`src/rtl/digit_entry_buffer.sv`:
```
// Keypad digit accumulator with edge-detected keys; state updates on the edge that samples a key rise.
// Commits via num_valid/num_ready (save refused while held unless taken); optional sign via DIGIT_ENTRY_SIGN_EN.
module digit_entry_buffer #(
  parameter int DIGITS     = 10,
  parameter int DIGIT_W    = 4,
  parameter int MAX_DIGIT  = 9,
  parameter int SHIFT_MODE = 0,
  localparam int CNT_W     = $clog2(DIGITS + 1)
) (
  input  logic                        clk,
  input  logic                        rst,
  input  logic                        new_digit,
  input  logic [DIGIT_W-1:0]          digit,
  input  logic                        backspace,
  input  logic                        clear,
  input  logic                        save,
  output logic [DIGITS*DIGIT_W-1:0]   num_actual,
  output logic [CNT_W-1:0]            count,
  output logic                        full,
  output logic                        overflow,
  output logic                        reject,
  output logic                        num_valid,
  input  logic                        num_ready,
  output logic [DIGITS*DIGIT_W-1:0]   num_out,
  output logic [CNT_W-1:0]            num_count
`ifdef DIGIT_ENTRY_SIGN_EN
  ,
  input  logic                        sign_toggle,
  output logic                        neg,
  output logic                        num_neg
`endif
);

  typedef enum logic {IDLE = 1'b0, HOLD = 1'b1} state_t;

  state_t               state, state_nxt;
  logic [DIGIT_W-1:0]   slot     [DIGITS];
  logic [DIGIT_W-1:0]   slot_nxt [DIGITS];
  logic [CNT_W-1:0]     count_nxt;
  logic                 overflow_nxt, reject_nxt;
  logic                 new_digit_q, backspace_q, clear_q, save_q;
  logic                 ev_digit, ev_bs, ev_clear, ev_save;
  logic                 act_clear, act_save, act_bs, act_digit, save_ok;

  always_ff @(posedge clk or posedge rst) begin
    if (rst) begin
      new_digit_q <= 1'b0;
      backspace_q <= 1'b0;
      clear_q     <= 1'b0;
      save_q      <= 1'b0;
    end else begin
      new_digit_q <= new_digit;
      backspace_q <= backspace;
      clear_q     <= clear;
      save_q      <= save;
    end
  end

  assign ev_digit = new_digit & ~new_digit_q;
  assign ev_bs    = backspace & ~backspace_q;
  assign ev_clear = clear & ~clear_q;
  assign ev_save  = save & ~save_q;

  assign act_clear = ev_clear;
  assign act_save  = ev_save & ~ev_clear;
  assign act_bs    = ev_bs & ~ev_clear & ~ev_save;

`ifdef DIGIT_ENTRY_SIGN_EN
  logic sign_q, ev_sign, act_sign, neg_nxt;

  always_ff @(posedge clk or posedge rst) begin
    if (rst) sign_q <= 1'b0;
    else     sign_q <= sign_toggle;
  end

  assign ev_sign   = sign_toggle & ~sign_q;
  assign act_sign  = ev_sign & ~ev_clear & ~ev_save & ~ev_bs;
  assign act_digit = ev_digit & ~ev_clear & ~ev_save & ~ev_bs & ~ev_sign;
`else
  assign act_digit = ev_digit & ~ev_clear & ~ev_save & ~ev_bs;
`endif

  // A save while holding only succeeds if the consumer takes the old number this same edge.
  assign save_ok = act_save & ((state == IDLE) | num_ready);
  assign full    = (count == CNT_W'(DIGITS));

  always_comb begin
    for (int i = 0; i < DIGITS; i++) slot_nxt[i] = slot[i];
    count_nxt    = count;
    overflow_nxt = overflow;
    reject_nxt   = 1'b0;
    if (act_clear || save_ok) begin
      for (int i = 0; i < DIGITS; i++) slot_nxt[i] = '0;
      count_nxt    = '0;
      overflow_nxt = 1'b0;
    end else if (act_save) begin
      reject_nxt = 1'b1;
    end else if (act_bs) begin
      if (count != '0) begin
        if (SHIFT_MODE != 0) begin
          for (int i = 0; i < DIGITS - 1; i++) slot_nxt[i] = slot[i+1];
          slot_nxt[DIGITS-1] = '0;
        end else begin
          for (int i = 0; i < DIGITS; i++)
            if (CNT_W'(i) == count - 1'b1) slot_nxt[i] = '0;
        end
        count_nxt = count - 1'b1;
      end
    end else if (act_digit) begin
      if (digit > DIGIT_W'(MAX_DIGIT)) begin
        reject_nxt = 1'b1;
      end else if (full) begin
        overflow_nxt = 1'b1;
      end else begin
        if (SHIFT_MODE != 0) begin
          for (int i = 1; i < DIGITS; i++) slot_nxt[i] = slot[i-1];
          slot_nxt[0] = digit;
        end else begin
          for (int i = 0; i < DIGITS; i++)
            if (CNT_W'(i) == count) slot_nxt[i] = digit;
        end
        count_nxt = count + 1'b1;
      end
    end
  end

  always_ff @(posedge clk or posedge rst) begin
    if (rst) begin
      for (int i = 0; i < DIGITS; i++) slot[i] <= '0;
      count    <= '0;
      overflow <= 1'b0;
      reject   <= 1'b0;
    end else begin
      for (int i = 0; i < DIGITS; i++) slot[i] <= slot_nxt[i];
      count    <= count_nxt;
      overflow <= overflow_nxt;
      reject   <= reject_nxt;
    end
  end

  for (genvar g = 0; g < DIGITS; g++) begin : g_pack
    assign num_actual[g*DIGIT_W +: DIGIT_W] = slot[g];
  end

  always_ff @(posedge clk or posedge rst) begin
    if (rst) state <= IDLE;
    else     state <= state_nxt;
  end

  always_comb begin
    state_nxt = state;
    case (state)
      IDLE: if (save_ok) state_nxt = HOLD;
      HOLD: if (num_ready && !save_ok) state_nxt = IDLE;
      default: state_nxt = IDLE;
    endcase
  end

  always_comb begin
    num_valid = (state == HOLD);
  end

  always_ff @(posedge clk or posedge rst) begin
    if (rst) begin
      num_out   <= '0;
      num_count <= '0;
    end else if (save_ok) begin
      num_out   <= num_actual;
      num_count <= count;
    end
  end

`ifdef DIGIT_ENTRY_SIGN_EN
  always_comb begin
    neg_nxt = neg;
    if (act_clear || save_ok) neg_nxt = 1'b0;
    else if (act_sign)        neg_nxt = ~neg;
  end

  always_ff @(posedge clk or posedge rst) begin
    if (rst) begin
      neg     <= 1'b0;
      num_neg <= 1'b0;
    end else begin
      neg <= neg_nxt;
      if (save_ok) num_neg <= neg;
    end
  end
`endif

endmodule
```
`config.mk`:
```
export PLATFORM = sky130hd
export DESIGN_NAME = digit_entry_buffer
export DESIGN_NICKNAME = d
export VERILOG_FILES = /design/src/rtl/digit_entry_buffer.sv
export SDC_FILE = /design/constraint.sdc
export NUM_CORES = 1
export LEC_CHECK = 0
export BUFFER_PORTS_ARGS = -buffer_cell sky130_fd_sc_hd__buf_4
export CAP_MARGIN = 20
export CORE_MARGIN = 5
export CORE_UTILIZATION = 40
export DETAILED_ROUTE_END_ITERATION = 8
export PLACE_DENSITY = 0.63
export SYNTH_ARGS = -nofsm -noshare
export SYNTH_HDL_FRONTEND = slang
export SYNTH_SLANG_ARGS = --single-unit
```
`constraint.sdc`:
```
create_clock -name clk -period 3 [get_ports clk]
set_input_delay 0 -clock clk [delete_from_list [all_inputs] [get_ports clk]]
set_output_delay 0 -clock clk [all_outputs]
set_load 0.005 [all_outputs]
```
### After elaboration in Yosys (flattened, before gate mapping)

Cells that the tools add are included.

| storage, ports and cells | value |
|---|---|
| bits in latches | 0 |
| register bits | 95 |
| memories kept | 0 |
| word-level logic and storage cells | 157 |
| memory bits (writable) | 0 |
| bits in read-only memories | 0 |

| operators by class | value |
|---|---|
| shift-type cells | 0 |
| reduce and logical (&&, ||, !) cells | 31 |
| multiply operators | 0 |
| $lt $le $gt $ge | 1 |
| multiplexer cells | 48 |
| equal/unequal tests | 35 |
| bitwise logic cells | 20 |
| add/subtract/negate cells | 2 |
| divide/modulo/power cells | 0 |

Operators by type and width:

| kind | number |
|---|---|
| 40-bit two-way mux | 7 |
| 4-bit two-way mux | 27 |
| 7-bit AND reduction | 10 |
| 3-bit by 1-bit inequality test with 1-bit output (second input constant) | 12 |
| 3-bit nonzero test | 11 |
| 3-bit by 4-bit equality test with 1-bit output (first input constant) | 8 |
| 2-bit by 4-bit equality test with 1-bit output (first input constant) | 4 |
| 4-bit equality test (first input constant) | 4 |
| 1-bit two-way mux | 13 |
| 1-bit AND | 11 |
| 5-bit AND reduction | 2 |
| 1-bit by 4-bit equality test with 1-bit output (first input constant) | 2 |
| 4-bit zero test | 2 |
| 1-bit NOT | 8 |
| 4-bit by 1-bit adder with 4-bit output (second input constant) | 1 |
| 4-bit equality test (second input constant) | 1 |
| 4-bit > comparator (second input constant) | 1 |
| 2-bit by 1-bit inequality test with 1-bit output (second input constant) | 2 |
| 2-bit nonzero test | 2 |
| 4-bit nonzero test | 1 |
| 4-bit by 1-bit subtractor with 4-bit output (second input constant) | 1 |
| 3-bit inequality test (second input constant) | 1 |
| 2-bit inequality test (second input constant) | 1 |
| 1-bit one-hot mux with 2 select lines | 1 |
| 4 further kinds | 4 |

### Longest topological paths before layout

Gate-level depths: netlist (run 1).

| logic depth | value |
|---|---|
| word-level depth | 10 |
| depth in mapped cells | 9 |

### Worst setup path before layout (run 1)

Ideal clock, no wire load.

| timing path | value |
|---|---|
| kind | reg-to-reg |
| start point | register count[0] |
| end point | register slot (netlist bit num_actual[0]) |
| cell stages (with the launch flop) | 10 |
| slack | 357 ps |
| required time | 2,875 ps |
| arrival | 2,518 ps |
| library setup time | 125 ps |
| period minus slack after synthesis | 2,643 ps |
| path through | dfrtp_1 clkbuf_1 inv_1 ha_1 clkbuf_1 or2_2 o21ai_0 nand2_1 a311oi_2 mux2_2 |

| on the way | value |
|---|---|
| word-level cells in the longest chain between the ends | 4 |
| elaborated cells on any way between the ends | 10 |
| those cells by class | 1 x add/sub; 4 x eq/ne; 5 x reduce/logical |

RTL lines:

| what | line | text |
|---|---|---|
| from (decl) | 18 | `output logic [CNT_W-1:0] count,` |
| from (signal assigned) | 135 | `count <= count_nxt;` |
| 4-bit by 1-bit subtractor with 4-bit output | 105 | `if (CNT_W'(i) == count - 1'b1) slot_nxt[i] = '0;` |
| 4-bit zero test | 105 |  |
| 3-bit by 1-bit inequality test with 1-bit output (no source line) | - |  |
| 7-bit AND reduction (no source line) (*) | - |  |
| to (decl) | 37 | `logic [DIGIT_W-1:0] slot [DIGITS];` |

Mark *: on every way between the ends. The rest lies on a longest branch, timed or not.
A chain may end at the register's enable or synchronous reset.

### Worst setup path after layout (run 1)

| timing path | value |
|---|---|
| start point | register state (netlist: num_valid) |
| end point | register slot (netlist bit num_actual[33]) |

| on the way | value |
|---|---|
| word-level cells in the longest chain between the ends | 6 |
| elaborated cells on any way between the ends | 13 |
| those cells by class | 5 x eq/ne; 1 x mux; 3 x bitwise; 4 x reduce/logical |

RTL lines:

| what | line | text |
|---|---|---|
| from (decl) | 36 | `state_t state, state_nxt;` |
| from (signal assigned) | 147 | `else state <= state_nxt;` |
| 1-bit NOT (*) | - |  |
| 1-bit OR (*) | 84 | `assign save_ok = act_save & ((state == IDLE) \| num_ready);` |
| 1-bit AND (*) | 84 |  |
| 1-bit logical OR (*) | 92 | `if (act_clear \|\| save_ok) begin` |
| 3-bit by 1-bit inequality test with 1-bit output (no source line) (tied with other cells) | - |  |
| 7-bit AND reduction (no source line) | - |  |

Marked as above.

==> results.yml, run 1 <==
outcome:
  run_status: "complete, no violations"
clock_network:
  tritoncts: "done"
  cts_max_level: 3
  insertion_delay_ps: 360
  ctsRootBufferMaster: "clkbuf_8"
  clkSinkCount: 95
  clk_pin_slew_ps: 90
  post_cts_buffers: 0
  cts_resized: 0
  cts_buffer_depth: 2
  cts_made_buffers: 9
sta:
  worst_slack_ps: 458.5
  slew_viol_final: 0
  setup_viol: 0
  min_period_ps: 2542
  skew_ps: 10.24
  timing.final.hold_violations: 0
  max_freq_mhz: 393.5
  worstMarginPinSlew_ps: 815.4
  finalCritPeriodShare_pct: 84.72
  rsz0062_at_grt: "no"
  setup-tns-final_ps: 0
  slew_headroom_pct: 45.44
placement:
  globalplace.congestion: 0.9198
  post-dp-hpwl_um: 7570
  port_buffers: 102
  dp_slack_ps: 434.2
synth:
  synth_mux_area_share_pct: 22.74
  synthAdderAreaFrac_pct: 1.203
  synth_seq_cells: 95
  mappedNetlistArea_sq_mm: 0.004160
  synthArstFlopShare_pct: 100.0
  synth_top_family_by_area: "multiplexers"
  syn_inst: 313
  synth_compound_area_share_pct: 7.970
  synth_cell_types: 41
  avgSynthCellArea_sq_um: 13.29
  synth-simple-area-share_pct: 8.722
  synth_edf_count: 0
  yosysSeqAreaShare_pct: 57.14
  synth_warnings: 0
  ys.flop_type: "dfrtp_1"
  yosys.area.top_type: "dfrtp_1"
  synthTopCellsByArea: "dfrtp_1, mux2_2, nand2b_1"
  synthXorXnorAreaFrac_pct: 0.2105
  syn_nets: 328
  synth.top_cell.area_share_pct: 57.14
setup_path:
  cp_slowest_stage_delay_ps: 630
  crit_type: "flip-flop to flip-flop"
  path_buf_inv: 1
  path_cells: "nor2b_1 > o21ai_0 > buf_4 > nor2_1 > a221o_1 > mux2_2"
  critPathLaunchType: "flip-flop"
  cp_slowest_cell: "nor2_1"
  worst-endpoint-required_ps: 3250
  path_max_fanout: 9
  crit_arrival_ps: 2790
  crit_path_end_kind: "flip-flop"
  crit_family: "simple AND/OR/NAND/NOR gates"
power:
  power.total_mw: 4.959
  pwr_density_cell_mw_per_mm2: 923.5
  p_leak_nw: 2.600
  peakVddDrop_uv: 426.5
final_layout:
  mostFrequentLayoutCell: "buf_4"
  final_cell_mix: "buf_4, dfrtp_1, mux2_2"
  area_delta_synth_final_pct: 29.08
  nNetsFinal: 443
  layout-drive-gt1-share_pct: 51.74
  fillerInstances: 920
  n_antenna_cell: 0
die:
  die-area_sq_mm: 0.01254
  die_w_um: 112.0
  ios: 103
  die_h_um: 112.0
  row_count: 37
  core_sq_mm: 0.01023
  initial_core_util_pct: 40.66
route:
  ant_nets: 0
  drt_iter0_markers: 97
  wire_per_inst_um: 18.45
  drt-total-wl_um: 10460
  routed-via-count: 2892
  first_pass_iters: 4
  drc: 0
  via_per_inst: 5.101
worst_hold_path:
  hold_class: "input pin to flip-flop"
global_route:
  grt_usage_pct: 17.26
  grt_pass1_wl_um: 17310
  antenna_found_initial: 0
  overflow: 0
  grt_pass1_vias: 3157
  grt_max_degree: 47
run:
  cap_violations: 0
==> cell usage after synthesis (all sizes together) (2+ instances only) <==
master / count
a211oi: 3
a21oi: 8
a221o: 3
a221oi: 3
a31oi: 3
a41oi: 2
and3: 5
buf: 6
clkbuf: 11
dfrtp: 95
ha: 4
inv: 3
mux2: 84
nand2: 15
nand2b: 12
nand3: 6
nand3b: 2
nor2: 8
nor2b: 7
nor3: 6
o21a: 3
o21ai: 6
o31ai: 3
or2: 2
==> metal layers <==
metal / up-vias / GRT usage (%) / routed length (um)
li1: 1355 / - / -
met5: - / 0 / 0
met2: 73 / 28.82 / 5231
met3: 13 / 4.130 / 475
met1: 1451 / 22.65 / 4622
met4: 0 / 4.567 / 134
==> worst reg2reg max path: cells and delay by family, from the launching register on <==
kind	cells	cell delay, ps
AO/OA/AOI/OAI	2	550
buffers and inverters	1	170
flip-flops	1	370
multiplexers	1	360
AND/OR/NAND/NOR	2	980
==> kinds of logic after synthesis <==
| family | after synthesis |
|---|---|
| xor gates and xnor gates | 1 |
| adders and majority gates | 4 |
| and+or+nand+nor | 68 |
| buffers and inverters | 20 |
| DFF | 95 |
| AOI/OAI and AO/OA | 41 |
| muxes | 84 |
==> power breakdown <==
group	switching [mW]	internal, mW
combinational	0.839	1.20
sequential	0.352	1.77
clock	0.429	0.363
==> metrics by stage <==
step	cells	hold slack (ps)	util [%]	cell area (sq um)
after global routing	567	128.0	52.49	5370
after global placement	547	105.7	50.15	5131
after floorplan	313	31.43	-	4160
after CTS	567	72.76	52.49	5370
after detailed placement	547	117.4	50.15	5131
final	567	90.78	52.49	5370
==> sequential cells by signal (all words and copies together) (netlist names) <==
name / count
backspace_q: 1
new_digit_q: 1
num_valid: 1
save_q: 1
num_out: 40
overflow: 1
num_actual: 40
count: 4
reject: 1
num_count: 4
clear_q: 1
==> final cells by class <==
type / instances / area [sq um] / area share, %
Clock buffer: 12 / 165.2 / 3.075
Clock inverter: 2 / 13.76 / 0.2563
Inverter: 3 / 13.76 / 0.2563
Multi-Input combinational cell: 198 / 1707 / 31.78
Sequential cell: 95 / 2377 / 44.27
Tap cell: 136 / 170.2 / 3.169
Timing Repair Buffer: 121 / 923.4 / 17.19
==> path summary, 6_finish.rpt <==
check / cells past startpoint / startpoint / to / slack [ps]
max: 6 / num_valid$_DFF_PP0_ / num_actual[33]$_DFFE_PP0P_ / 460
min: 4 / digit[1] / reject$_DFF_PP0_ / 90
max reg2reg: 6 / num_valid$_DFF_PP0_ / num_actual[33]$_DFFE_PP0P_ / 460
min reg2reg: 1 / num_out[15]$_DFFE_PP0P_ / num_out[15]$_DFFE_PP0P_ / 510
max in group asynchronous: 4 / rst / count[0]$_DFFE_PP0P_ / 1920
min in group asynchronous: 3 / rst / num_out[3]$_DFFE_PP0P_ / 260
==> repair_timing <==
item                                    in CTS  in global routing
endpoints found under the hold margin       49                  0
hold buffers                                 6                  0
endpoints found under the setup margin       0                  0
No activity file was read; power rests on OpenSTA's default activity.
==> run 2, diff against run 1 <==
--- a/config.mk
+++ b/config.mk
@@ -10,7 +10,7 @@
 export CORE_MARGIN = 5
 export CORE_UTILIZATION = 40
 export DETAILED_ROUTE_END_ITERATION = 8
-export PLACE_DENSITY = 0.63
+export PLACE_DENSITY = 0.65
 export SYNTH_ARGS = -nofsm -noshare
 export SYNTH_HDL_FRONTEND = slang
 export SYNTH_SLANG_ARGS = --single-unit
==> constraint.sdc (replaced) <==
create_clock -name clk -period 2.1 [get_ports clk]
set_input_delay 0 -clock clk [delete_from_list [all_inputs] [get_ports clk]]
set_output_delay 0 -clock clk [all_outputs]
set_load 0.005 [all_outputs]
==> run 2 against run 1 <==
  * Via count rose by 8.9%
  * The run now ends with negative setup slack left
  * Worst setup slack lost 490 ps
  * Largest cell class unchanged
  * Non-clock buffer count increased by 40
  * Combinational power up 79%
  * Final cell count rose by 7.6%
  * Sequential power increased by 43%
  * First-iteration DRC count up 67%
  * Flip-flop and latch count is the same
  * Power rose by 63%
  * Design area grew 13%
  * Critical path depth did not move
==> results.yml, run 2 (synthesis results as in run 1) <==
clock_network:
  ctsRootBufferMaster: "clkbuf_8"
  insertion_delay_ps: 360
  clk_pin_slew_ps: 90
  clkSinkCount: 95
  tritoncts: "done"
  cts_max_level: 3
  cts_buffer_depth: 2
  cts_made_buffers: 9
worst_hold_path:
  min_path_cells: 4
  hold_class: "input pin to flip-flop"
power:
  power.total_mw: 8.087
  pwr_density_cell_mw_per_mm2: 1332
  peakVddDrop_uv: 713.9
  p_leak_nw: 2.937
sta:
  setup_viol: 18
  min_period_ps: 2132
  hold_slack_ps: 97.94
  worst_slack_ps: -31.68
  rsz0062_at_grt: "yes"
  worstMarginPinSlew_ps: 495.4
  slew_viol_final: 0
  setup-tns-final_ps: -336.5
  finalCritPeriodShare_pct: 101.5
  timing.final.hold_violations: 0
  max_freq_mhz: 469.1
  slew_headroom_pct: 66.97
  skew_ps: 11.74
final_layout:
  area_delta_synth_final_pct: 45.89
  n_antenna_cell: 0
  fillerInstances: 862
  layout-drive-gt1-share_pct: 61.81
  final_util_pct: 59.32
  final_cell_mix: "buf_4, dfrtp_1, mux2_2"
  stdcell_area_sq_mm: 0.006070
  stdcell_count: 610
  mostFrequentLayoutCell: "buf_4"
  nNetsFinal: 484
global_route:
  grt_usage_pct: 17.88
  grt_max_degree: 96
  overflow: 0
  grt_pass1_vias: 3349
  antenna_found_initial: 0
  grt_pass1_wl_um: 17780
placement:
  globalplace.congestion: 0.8643
  dp_slack_ps: -183.3
  place_area_sq_mm: 0.005500
  port_buffers: 102
  dp_cells: 578
  post-dp-hpwl_um: 7431
die:
  die_w_um: 112.0
  row_count: 37
  initial_core_util_pct: 40.66
  die-area_sq_mm: 0.01254
  ios: 103
  core_sq_mm: 0.01023
  die_h_um: 112.0
setup_path:
  crit_path_end_kind: "flip-flop"
  path_max_fanout: 5
  worst-endpoint-required_ps: 2340
  r2r_cells: 6
  crit_arrival_ps: 2370
  critPathLaunchType: "flip-flop"
  crit_type: "flip-flop to flip-flop"
route:
  first_pass_iters: 4
  drt-total-wl_um: 11010
  drt_iter0_markers: 162
  drc: 0
  wire_per_inst_um: 18.05
  via_per_inst: 5.162
  routed-via-count: 3149
  ant_nets: 0
outcome:
  run_status: "finished with violations"
  violations: "negative setup slack"
run:
  cap_violations: 0
[run 2: repair_timing]
action,in CTS,in global routing
endpoints found under the setup margin,40,40
cloned,1,0
hold buffers,6,0
endpoints found under the hold margin,100,0
gates resized for setup,34,16
buffers inserted,7,2
pin swaps,7,10
[run 2: path summary, 6_finish.rpt]
| check | from | slack (ps) | endpoint |
|---|---|---|---|
| setup reg to reg | save_q$_DFF_PP0_ | -30 | num_actual[1]$_DFFE_PP0P_ |
| setup / recovery | save_q$_DFF_PP0_ | -30 | num_actual[1]$_DFFE_PP0P_ |
| hold / removal | digit[1] | 100 | reject$_DFF_PP0_ |
| hold reg to reg | num_out[13]$_DFFE_PP0P_ | 520 | num_out[13]$_DFFE_PP0P_ |
| min in group asynchronous | rst | 330 | num_out[30]$_DFFE_PP0P_ |
| max in group asynchronous | rst | 1370 | count[1]$_DFFE_PP0P_ |
[run 2: routing by layer]
| metal | wire (um) | GRT usage [%] | up-vias |
|---|---|---|---|
| met5 | 0 | 0 | - |
| met4 | 242 | 8.093 | 0 |
| met3 | 638 | 4.185 | 19 |
| met2 | 5269 | 28.10 | 97 |
| met1 | 4859 | 23.61 | 1588 |
| li1 | - | - | 1445 |
[run 2: layout make-up]
cell class | instances | area [sq um] | area share (%)
Multi-Input combinational cell | 199 | 1993 | 32.84
Tap cell | 136 | 170.2 | 2.804
Clock inverter | 5 | 86.33 | 1.422
Timing Repair Buffer | 161 | 1280 | 21.09
Sequential cell | 95 | 2379 | 39.19
Clock buffer | 11 | 141.4 | 2.329
Inverter | 3 | 20.02 | 0.3298
[run 2: critical path: stages (launching register included)]
cell,delay (ps)
dfrtp_1,360
nor2b_2,50
or4_4,570
o221a_4,340
a311oi_2,210
buf_4,190
mux2_4,300
[run 2: power by group]
part | total, mW | internal, mW | switching [mW]
clock network | 1.38 | 0.718 | 0.663
registers | 3.05 | 2.53 | 0.517
logic | 3.65 | 2.22 | 1.43
